### config.mk
export PLATFORM = sky130hd
export DESIGN_NAME = mem_access
export DESIGN_NICKNAME = d
export VERILOG_FILES = /design/src/rtl/mem_access.sv
export SDC_FILE = /design/constraint.sdc
export NUM_CORES = 1
export LEC_CHECK = 0
export ABC_AREA = 0
export BUFFER_PORTS_ARGS = -buffer_cell sky130_fd_sc_hd__buf_2
export CORE_ASPECT_RATIO = 0.8
export CORE_MARGIN = 5
export CORE_UTILIZATION = 45
export CTS_BUF_LIST = sky130_fd_sc_hd__clkbuf_8
export CTS_CLUSTER_SIZE = 20
export DETAILED_ROUTE_END_ITERATION = 6
export PLACE_DENSITY = 0.83
export RECOVER_POWER = 50
export SETUP_SLACK_MARGIN = 0.15
export SLEW_MARGIN = 10
export SYNTH_ARGS = -nofsm -noshare
export SYNTH_HDL_FRONTEND = slang
export SYNTH_SLANG_ARGS = --single-unit
### constraint.sdc
create_clock -name clk -period 2.8 [get_ports clk]
set_clock_uncertainty 0.2 [all_clocks]
set_input_delay 0.56 -clock clk [delete_from_list [all_inputs] [get_ports clk]]
set_output_delay 0.56 -clock clk [all_outputs]
set_load 0.1 [all_outputs]
### src/rtl/mem_access.sv
// rtl/mem_access.sv - pipeline memory-access stage with data-bus handshake, timeout and writeback
//
// Ports:
//   clk, rst            rising-edge clock, synchronous active-high reset
//   mem_command_in[1:0] 00 none, 01 load, 10 store, 11 none
//   inst_in[31:0]       instruction (funct3 = inst_in[14:12] selects size)
//   alu_in[31:0]        byte address for load/store, writeback value otherwise
//   wdata_in[31:0]      store data, rd_in[4:0] destination register
//   dmem_*              registered data-bus request (req/we/addr/wdata/be), ack/rdata response
//   stop                combinational stall request to upstream stages
//   wb_valid, wb_data, rd_out, inst_out, access_err   registered writeback outputs
module mem_access #(
    parameter int TIMEOUT = 16
) (
    input  logic        clk,
    input  logic        rst,
    input  logic [1:0]  mem_command_in,
    input  logic [31:0] inst_in,
    input  logic [31:0] alu_in,
    input  logic [31:0] wdata_in,
    input  logic [4:0]  rd_in,
    output logic        dmem_req,
    output logic        dmem_we,
    output logic [31:0] dmem_addr,
    output logic [31:0] dmem_wdata,
    output logic [3:0]  dmem_be,
    input  logic        dmem_ack,
    input  logic [31:0] dmem_rdata,
    output logic        stop,
    output logic        wb_valid,
    output logic [31:0] wb_data,
    output logic [4:0]  rd_out,
    output logic [31:0] inst_out,
    output logic        access_err
);

    typedef enum logic {IDLE, BUSY} state_t;

    localparam logic [7:0] WAIT_LAST  = 8'(TIMEOUT - 1);
    localparam logic [6:0] OP_STORE   = 7'b0100011;
    localparam logic [6:0] OP_BRANCH  = 7'b1100011;

    state_t      state, state_nx;
    logic [7:0]  wait_cnt;
    logic [1:0]  addr_lo;

    logic        is_load, is_store, f3_legal, misaligned, mem_ok, mem_bad;
    logic [2:0]  funct3;
    logic [3:0]  be_nx;
    logic [31:0] wdata_nx;
    logic        timeout_hit;
    logic [31:0] rdata_shifted;
    logic [31:0] load_data;

    // Request decode, only meaningful while IDLE
    always_comb begin
        is_load  = (mem_command_in == 2'b01);
        is_store = (mem_command_in == 2'b10);
        funct3   = inst_in[14:12];
        f3_legal = 1'b0;
        if (is_load)
            f3_legal = (funct3 == 3'b000) || (funct3 == 3'b001) || (funct3 == 3'b010) ||
                       (funct3 == 3'b100) || (funct3 == 3'b101);
        else if (is_store)
            f3_legal = (funct3 == 3'b000) || (funct3 == 3'b001) || (funct3 == 3'b010);
        // funct3[1:0] gives the size for both signed and unsigned loads
        misaligned = ((funct3[1:0] == 2'b01) && alu_in[0]) ||
                     ((funct3[1:0] == 2'b10) && (alu_in[1:0] != 2'b00));
        mem_ok  = (is_load || is_store) && f3_legal && !misaligned;
        mem_bad = (is_load || is_store) && !(f3_legal && !misaligned);

        be_nx    = 4'b1111;
        wdata_nx = 32'h0;
        if (is_store) begin
            case (funct3[1:0])
                2'b00: begin
                    be_nx    = 4'b0001 << alu_in[1:0];
                    wdata_nx = {4{wdata_in[7:0]}};
                end
                2'b01: begin
                    be_nx    = 4'b0011 << alu_in[1:0];
                    wdata_nx = {2{wdata_in[15:0]}};
                end
                default: begin
                    be_nx    = 4'b1111;
                    wdata_nx = wdata_in;
                end
            endcase
        end
    end

    // Load result extraction uses the funct3 captured in inst_out during BUSY
    always_comb begin
        rdata_shifted = dmem_rdata >> {addr_lo, 3'b000};
        case (inst_out[14:12])
            3'b000:  load_data = {{24{rdata_shifted[7]}}, rdata_shifted[7:0]};
            3'b001:  load_data = {{16{rdata_shifted[15]}}, rdata_shifted[15:0]};
            3'b100:  load_data = {24'h0, rdata_shifted[7:0]};
            3'b101:  load_data = {16'h0, rdata_shifted[15:0]};
            default: load_data = rdata_shifted;
        endcase
    end

    // Ack has priority: an ack in the final counted cycle completes the access
    assign timeout_hit = (state == BUSY) && !dmem_ack && (wait_cnt == WAIT_LAST);

    always_ff @(posedge clk) begin
        if (rst)
            state <= IDLE;
        else
            state <= state_nx;
    end

    // Stop is released in the timeout cycle so upstream moves past the aborted access
    always_comb begin
        state_nx = state;
        stop     = 1'b0;
        case (state)
            IDLE: begin
                if (mem_ok) begin
                    state_nx = BUSY;
                    stop     = 1'b1;
                end
            end
            BUSY: begin
                stop = !dmem_ack && !timeout_hit;
                if (dmem_ack || timeout_hit)
                    state_nx = IDLE;
            end
            default: state_nx = IDLE;
        endcase
        if (rst)
            stop = 1'b0;
    end

    always_ff @(posedge clk) begin
        if (rst) begin
            dmem_req   <= 1'b0;
            dmem_we    <= 1'b0;
            dmem_addr  <= 32'h0;
            dmem_wdata <= 32'h0;
            dmem_be    <= 4'h0;
            wb_valid   <= 1'b0;
            wb_data    <= 32'h0;
            rd_out     <= 5'h0;
            inst_out   <= 32'h0;
            access_err <= 1'b0;
            wait_cnt   <= 8'h0;
            addr_lo    <= 2'b00;
        end else begin
            wb_valid   <= 1'b0;
            access_err <= 1'b0;
            case (state)
                IDLE: begin
                    rd_out   <= rd_in;
                    inst_out <= inst_in;
                    if (mem_ok) begin
                        dmem_req   <= 1'b1;
                        dmem_we    <= is_store;
                        dmem_addr  <= {alu_in[31:2], 2'b00};
                        dmem_be    <= be_nx;
                        dmem_wdata <= wdata_nx;
                        addr_lo    <= alu_in[1:0];
                        wait_cnt   <= 8'h0;
                    end else if (mem_bad) begin
                        wb_data    <= alu_in;
                        access_err <= 1'b1;
                    end else begin
                        wb_data  <= alu_in;
                        wb_valid <= (inst_in != 32'h0) && (inst_in[6:0] != OP_STORE) &&
                                    (inst_in[6:0] != OP_BRANCH);
                    end
                end
                BUSY: begin
                    if (dmem_ack) begin
                        dmem_req <= 1'b0;
                        dmem_we  <= 1'b0;
                        if (!dmem_we) begin
                            wb_data  <= load_data;
                            wb_valid <= (rd_out != 5'h0);
                        end
                    end else if (timeout_hit) begin
                        dmem_req   <= 1'b0;
                        dmem_we    <= 1'b0;
                        access_err <= 1'b1;
                    end else begin
                        wait_cnt <= wait_cnt + 8'h1;
                    end
                end
                default: ;
            endcase
        end
    end

endmodule

==> results of run 1 <==
[state kept, by name, indices dropped and copies added (netlist names), 2 cells and up]
register	cells
rd_out	5
dmem_wdata	32
wait_cnt	8
inst_out	32
dmem_be	4
wb_data	32
addr_lo	2
dmem_addr	30
[routing by layer]
layer	share of wire	routed length (um)
met1	0.44	9770
met2	0.45	10000
met3	0.091	2040
met4	0.022	499
met5	0	0
[final timing paths]
check / startpoint / to / slack, ps / cells after the start
setup / recovery: mem_command_in[0] / stop / 100 / 7
hold / removal: alu_in[18] / dmem_addr[18]$_SDFFE_PP0P_ / 150 / 3
setup reg to reg: state$_SDFF_PP0_ / wb_data[17]$_SDFFE_PP0P_ / 170 / 5
hold reg to reg: dmem_wdata[19]$_SDFFE_PP0P_ / dmem_wdata[19]$_SDFFE_PP0P_ / 250 / 2
[what timing repair did]
| item | 4_1_cts | 5_1_grt |
|---|---|---|
| buffers inserted | 0 | 0 |
| endpoints found under the setup margin | 1 | 1 |
| hold endpoints to repair | 0 | 0 |
| resized for setup | 3 | 0 |
| hold buffers | 0 | 0 |
[power breakdown]
part	total (mW)	switching (mW)	internal (mW)
Combinational	1.39	1.09	0.301
Clock	1.76	0.796	0.963
Sequential	2.29	0.0578	2.23
[critical path, cell delays in order]
cell and delay [ps]:
buf_4 140, ha_1 170, nor2b_4 160, o221ai_4 110
or4_4 450, a21oi_4 160, buf_12 190
[through the flow]
| stage | util | std cells | setup slack, ps | area, um2 | TNS, ps |
|---|---|---|---|---|---|
| final | 0.585 | 1273 | 101 | 8750 | 0 |
| after global routing | 0.585 | 1273 | 19.8 | 8750 | 0 |
| after CTS | 0.595 | 1273 | 101 | 8900 | 0 |
| after detailed placement | 0.566 | 1242 | -120 | 8470 | -261 |
| after global placement | 0.566 | 1242 | -101 | 8470 | -165 |
| after floorplan | - | 817 | -255 | 6920 | -255 |
[synth_stat cells (3+ instances only)]
library cell,count,share of area
clkbuf_1,45,0.025
mux2_2,16,0.026
nand2_1,118,0.065
ha_1,3,0.0055
or3_1,3,0.0027
nor4_1,10,0.0092
nor3_1,22,0.016
buf_2,10,0.0073
nor2_1,81,0.045
buf_1,7,0.0038
dfxtp_1,150,0.44
o21ai_0,21,0.015
a21oi_1,98,0.072
o22ai_1,7,0.0064
or2_2,10,0.0092
nor2b_1,11,0.010
buf_6,4,0.0066
a32o_1,8,0.012
xnor2_1,6,0.0077
nand3_1,36,0.026
mux2i_1,70,0.10
a211oi_1,16,0.018
nand2b_1,3,0.0027
a22o_1,16,0.021
inv_1,14,0.0077
[logic make-up after synthesis]
family          after synthesis  synth area share
simple gates                306             0.200
compound gates              181             0.163
flops                       150             0.440
mux                          87             0.131
buf+inv                      82            0.0524
xor+xnor                      6           0.00770
fa+ha+maj                     3           0.00550
other cells                   1          0.000549
[layout make-up]
class	count	area (um2)	share of cell area
clock buffers	21	289	0.0330
clock inverters	10	129	0.0147
inverters	14	65.1	0.00743
multi-input cells	585	3530	0.404
flip-flops and latches	150	3010	0.344
well taps	189	236	0.0270
repair buffers	304	1490	0.171
==> flow_summary.json, run 1 <==
{
  "status": "complete, no violations",
  "clock_path_buffers": 2,
  "num_vias": 6889,
  "powerDensity_mw_per_mm2": 621,
  "port_buffers": 277,
  "area_growth_pct": 28.2,
  "drc_errors": 0,
  "hold_ws_ps": 155,
  "layout_common_cells": "buf_2, dfxtp_1, nand2_1",
  "timing.fmax_ghz": 0.371,
  "async_flop_share": 0,
  "endpoint_kind": "output port",
  "vdd_drop_max_v": 0.000356,
  "antenna_found_initial": 0,
  "final_layout_size_suffix_gt1_frac": 0.243,
  "ys_warn_count": 0,
  "use_met2": 0.370,
  "synth_area_mm2": 0.00683,
  "top_usage_layer": "met2",
  "worst_slew_pin_slew_ps": 1400,
  "clk_latency_ps": 440,
  "routed_wl_um": 22300,
  "avgViaCountPerCell": 5.41,
  "cts_sinks": 150,
  "die_area_mm2": 0.0178,
  "htreeDepth": 4,
  "crit_path_start_kind": "input port",
  "required_ps": 2040,
  "grt_pass1_wl_um": 34600,
  "min_path_type": "in2reg",
  "globalRouteMet3Util": 0.0738,
  "layout_commonest_cell": "buf_2",
  "synth_cells": 816,
  "hold_viol": 0,
  "timing.final.crit_share": 0.964,
  "rsz0062_at_grt": "yes",
  "cts_tree": "yes",
  "period_minus_slack_ps": 2700,
  "nets": 1213,
  "dp_hpwl_um": 16600,
  "setup_viol": 0,
  "pin_count": 280,
  "core.rowCount": 40,
  "fill_cells": 1381,
  "gr-usage-met1": 0.329,
  "ant_nets": 0,
  "critPathMaxFanout": 2,
  "power.total_mw": 5.43,
  "die_y_um": 120,
  "drt_first_pass_iters": 5,
  "cts_buffers": 17,
  "routabilityCongestion": 0.871,
  "synth-main-ff-cell": "dfxtp_1",
  "path_class": "in2out",
  "grt_overflow": 0,
  "grt_start_max_net_pins": 70,
  "wl_per_cell_um": 17.5,
  "root_buffer": "clkbuf_8",
  "num_antenna_cells": 0,
  "crit_arrival_ps": 1940,
  "ys_seq_elements": 150,
  "synth.avg_cell_area_um2": 8.37,
  "maxCapViolCount": 0,
  "clk_pin_slew_worst_paths_ps": 90,
  "die_w_um": 148,
  "leakage_nw": 3.44,
  "netlist-cell-type-count": 49,
  "drv_slew": 0,
  "first_global_vias": 6524,
  "grt_usage": 0.242,
  "initial_core_util": 0.456,
  "core_mm2": 0.0150,
  "synth_edf_count": 0,
  "drt_iter0_markers": 488,
  "ys_seq_area_frac": 0.440,
  "relSlewSlack": 0.0693
}
Power figures use the tool's default switching activity.
==> inputs of run 2 (changes only) <==
--- a/config.mk
+++ b/config.mk
@@ -13,7 +13,7 @@
 export CTS_BUF_LIST = sky130_fd_sc_hd__clkbuf_8
 export CTS_CLUSTER_SIZE = 20
 export DETAILED_ROUTE_END_ITERATION = 6
-export PLACE_DENSITY = 0.83
+export PLACE_DENSITY = 0.78
 export RECOVER_POWER = 50
 export SETUP_SLACK_MARGIN = 0.15
 export SLEW_MARGIN = 10
==> flow_summary.json, run 2 (synthesized netlist as in run 1, its figures left out) <==
{
  "gr-usage-met1": 0.321,
  "drt_iter0_markers": 568,
  "critPathMaxFanout": 2,
  "rsz0062_at_grt": "yes",
  "setup_ws_ps": 84.3,
  "first_global_vias": 6464,
  "pin_count": 280,
  "layout_common_cells": "buf_2, dfxtp_1, nand2_1",
  "setup_viol": 0,
  "cts_sinks": 150,
  "grt_start_max_net_pins": 70,
  "timing.final.crit_share": 0.970,
  "grt_overflow": 0,
  "final_layout_size_suffix_gt1_frac": 0.245,
  "stdcell_area_mm2": 0.00873,
  "hold_viol": 0,
  "wl_per_cell_um": 17.3,
  "layout_commonest_cell": "buf_2",
  "fin_setup_tns_ps": 0,
  "core.rowCount": 40,
  "routed_wl_um": 22000,
  "clk_latency_ps": 450,
  "path_class": "in2out",
  "routabilityCongestion": 0.864,
  "drc_errors": 0,
  "ant_nets": 0,
  "multi_input_area_mm2": 0.00353,
  "antenna_found_initial": 0,
  "cts_tree": "yes",
  "root_buffer": "clkbuf_8",
  "crit_path_start_kind": "input port",
  "top_regs": "dmem_wdata: 32 flops, inst_out: 32 flops, wb_data: 32 flops",
  "seq_area_mm2": 0.00301,
  "cts_hold_buf": 0,
  "timing.fmax_ghz": 0.368,
  "avgViaCountPerCell": 5.35,
  "use_met2": 0.371,
  "cts_buffers": 17,
  "globalRouteMet3Util": 0.0847,
  "endpoint_kind": "output port",
  "clk_pin_slew_worst_paths_ps": 80,
  "worst_slew_pin_slew_ps": 1260,
  "min_path_type": "in2reg",
  "fill_cells": 1430,
  "die_w_um": 148,
  "initial_core_util": 0.456,
  "core_mm2": 0.0150,
  "port_buffers": 277,
  "htreeDepth": 4,
  "grt_pass1_wl_um": 34200,
  "period_minus_slack_ps": 2720,
  "relSlewSlack": 0.162,
  "top_usage_layer": "met2",
  "num_vias": 6794,
  "preCtsSetupSlack_ps": -125,
  "grt_usage": 0.240,
  "num_antenna_cells": 0,
  "utilization": 0.584,
  "drt_first_pass_iters": 5,
  "crit_arrival_ps": 1960,
  "dp_hpwl_um": 16300,
  "leakage_nw": 3.44,
  "die_area_mm2": 0.0178,
  "hold_ws_ps": 142,
  "drv_slew": 0,
  "nets": 1211,
  "dpl_cell_area_mm2": 0.00846,
  "vdd_drop_max_v": 0.000352,
  "area_growth_pct": 27.9,
  "clock_path_buffers": 2,
  "status": "complete, no violations",
  "die_y_um": 120,
  "required_ps": 2040,
  "maxCapViolCount": 0,
  "powerDensity_mw_per_mm2": 622
}
-- run 2: final timing paths --
kind | startpoint | end | slack (ps) | cells after the start
setup / recovery | mem_command_in[1] | stop | 80 | 8
hold / removal | rd_in[1] | rd_out[1]$_SDFFE_PP0N_ | 140 | 3
setup reg to reg | state$_SDFF_PP0_ | wb_data[23]$_SDFFE_PP0P_ | 160 | 5
hold reg to reg | dmem_wdata[21]$_SDFFE_PP0P_ | dmem_wdata[21]$_SDFFE_PP0P_ | 250 | 2
-- run 2: metal layers --
layer / share of wire / wire length, um / vias to the layer above
li1: - / - / 3338
met1: 0.44 / 9730 / 3144
met2: 0.45 / 9900 / 278
met3: 0.089 / 1960 / 34
met4: 0.019 / 413 / 0
met5: 0 / 0 / -
-- run 2: power breakdown --
group / internal (mW) / total [mW] / leakage, nW / switching, mW
clock: 0.962 / 1.77 / 0.213 / 0.806
combinational: 0.299 / 1.38 / 2.00 / 1.08
sequential: 2.23 / 2.29 / 1.23 / 0.0591
total: 3.49 / 5.44 / 3.44 / 1.95
-- run 2: final cells by class --
type	count	share of cell area
Sequential cell	150	0.344
Clock buffer	21	0.0331
Tap cell	189	0.0271
Inverter	14	0.00745
Timing Repair Buffer	302	0.169
Clock inverter	9	0.0145
Multi-Input combinational cell	585	0.404
-- run 2: through the flow --
stage	instances	power, mW
floorplan	817	3.40
global placement	1240	3.72
detailed placement	1240	3.73
CTS	1270	5.49
global route	1270	5.66
finish	1270	5.44
-- run 2: what timing repair did --
action / CTS / global route
buffers inserted: 0 / 0
gates resized for setup: 2 / 0
pin swaps: 0 / 0
setup endpoints to repair: 1 / 1
-- run 2: critical path: stages --
cell and delay, ps:
buf_2 120, inv_1 50, ha_1 150, nor2b_4 160
o221ai_4 100, or4_4 450, a21oi_4 160, buf_12 190
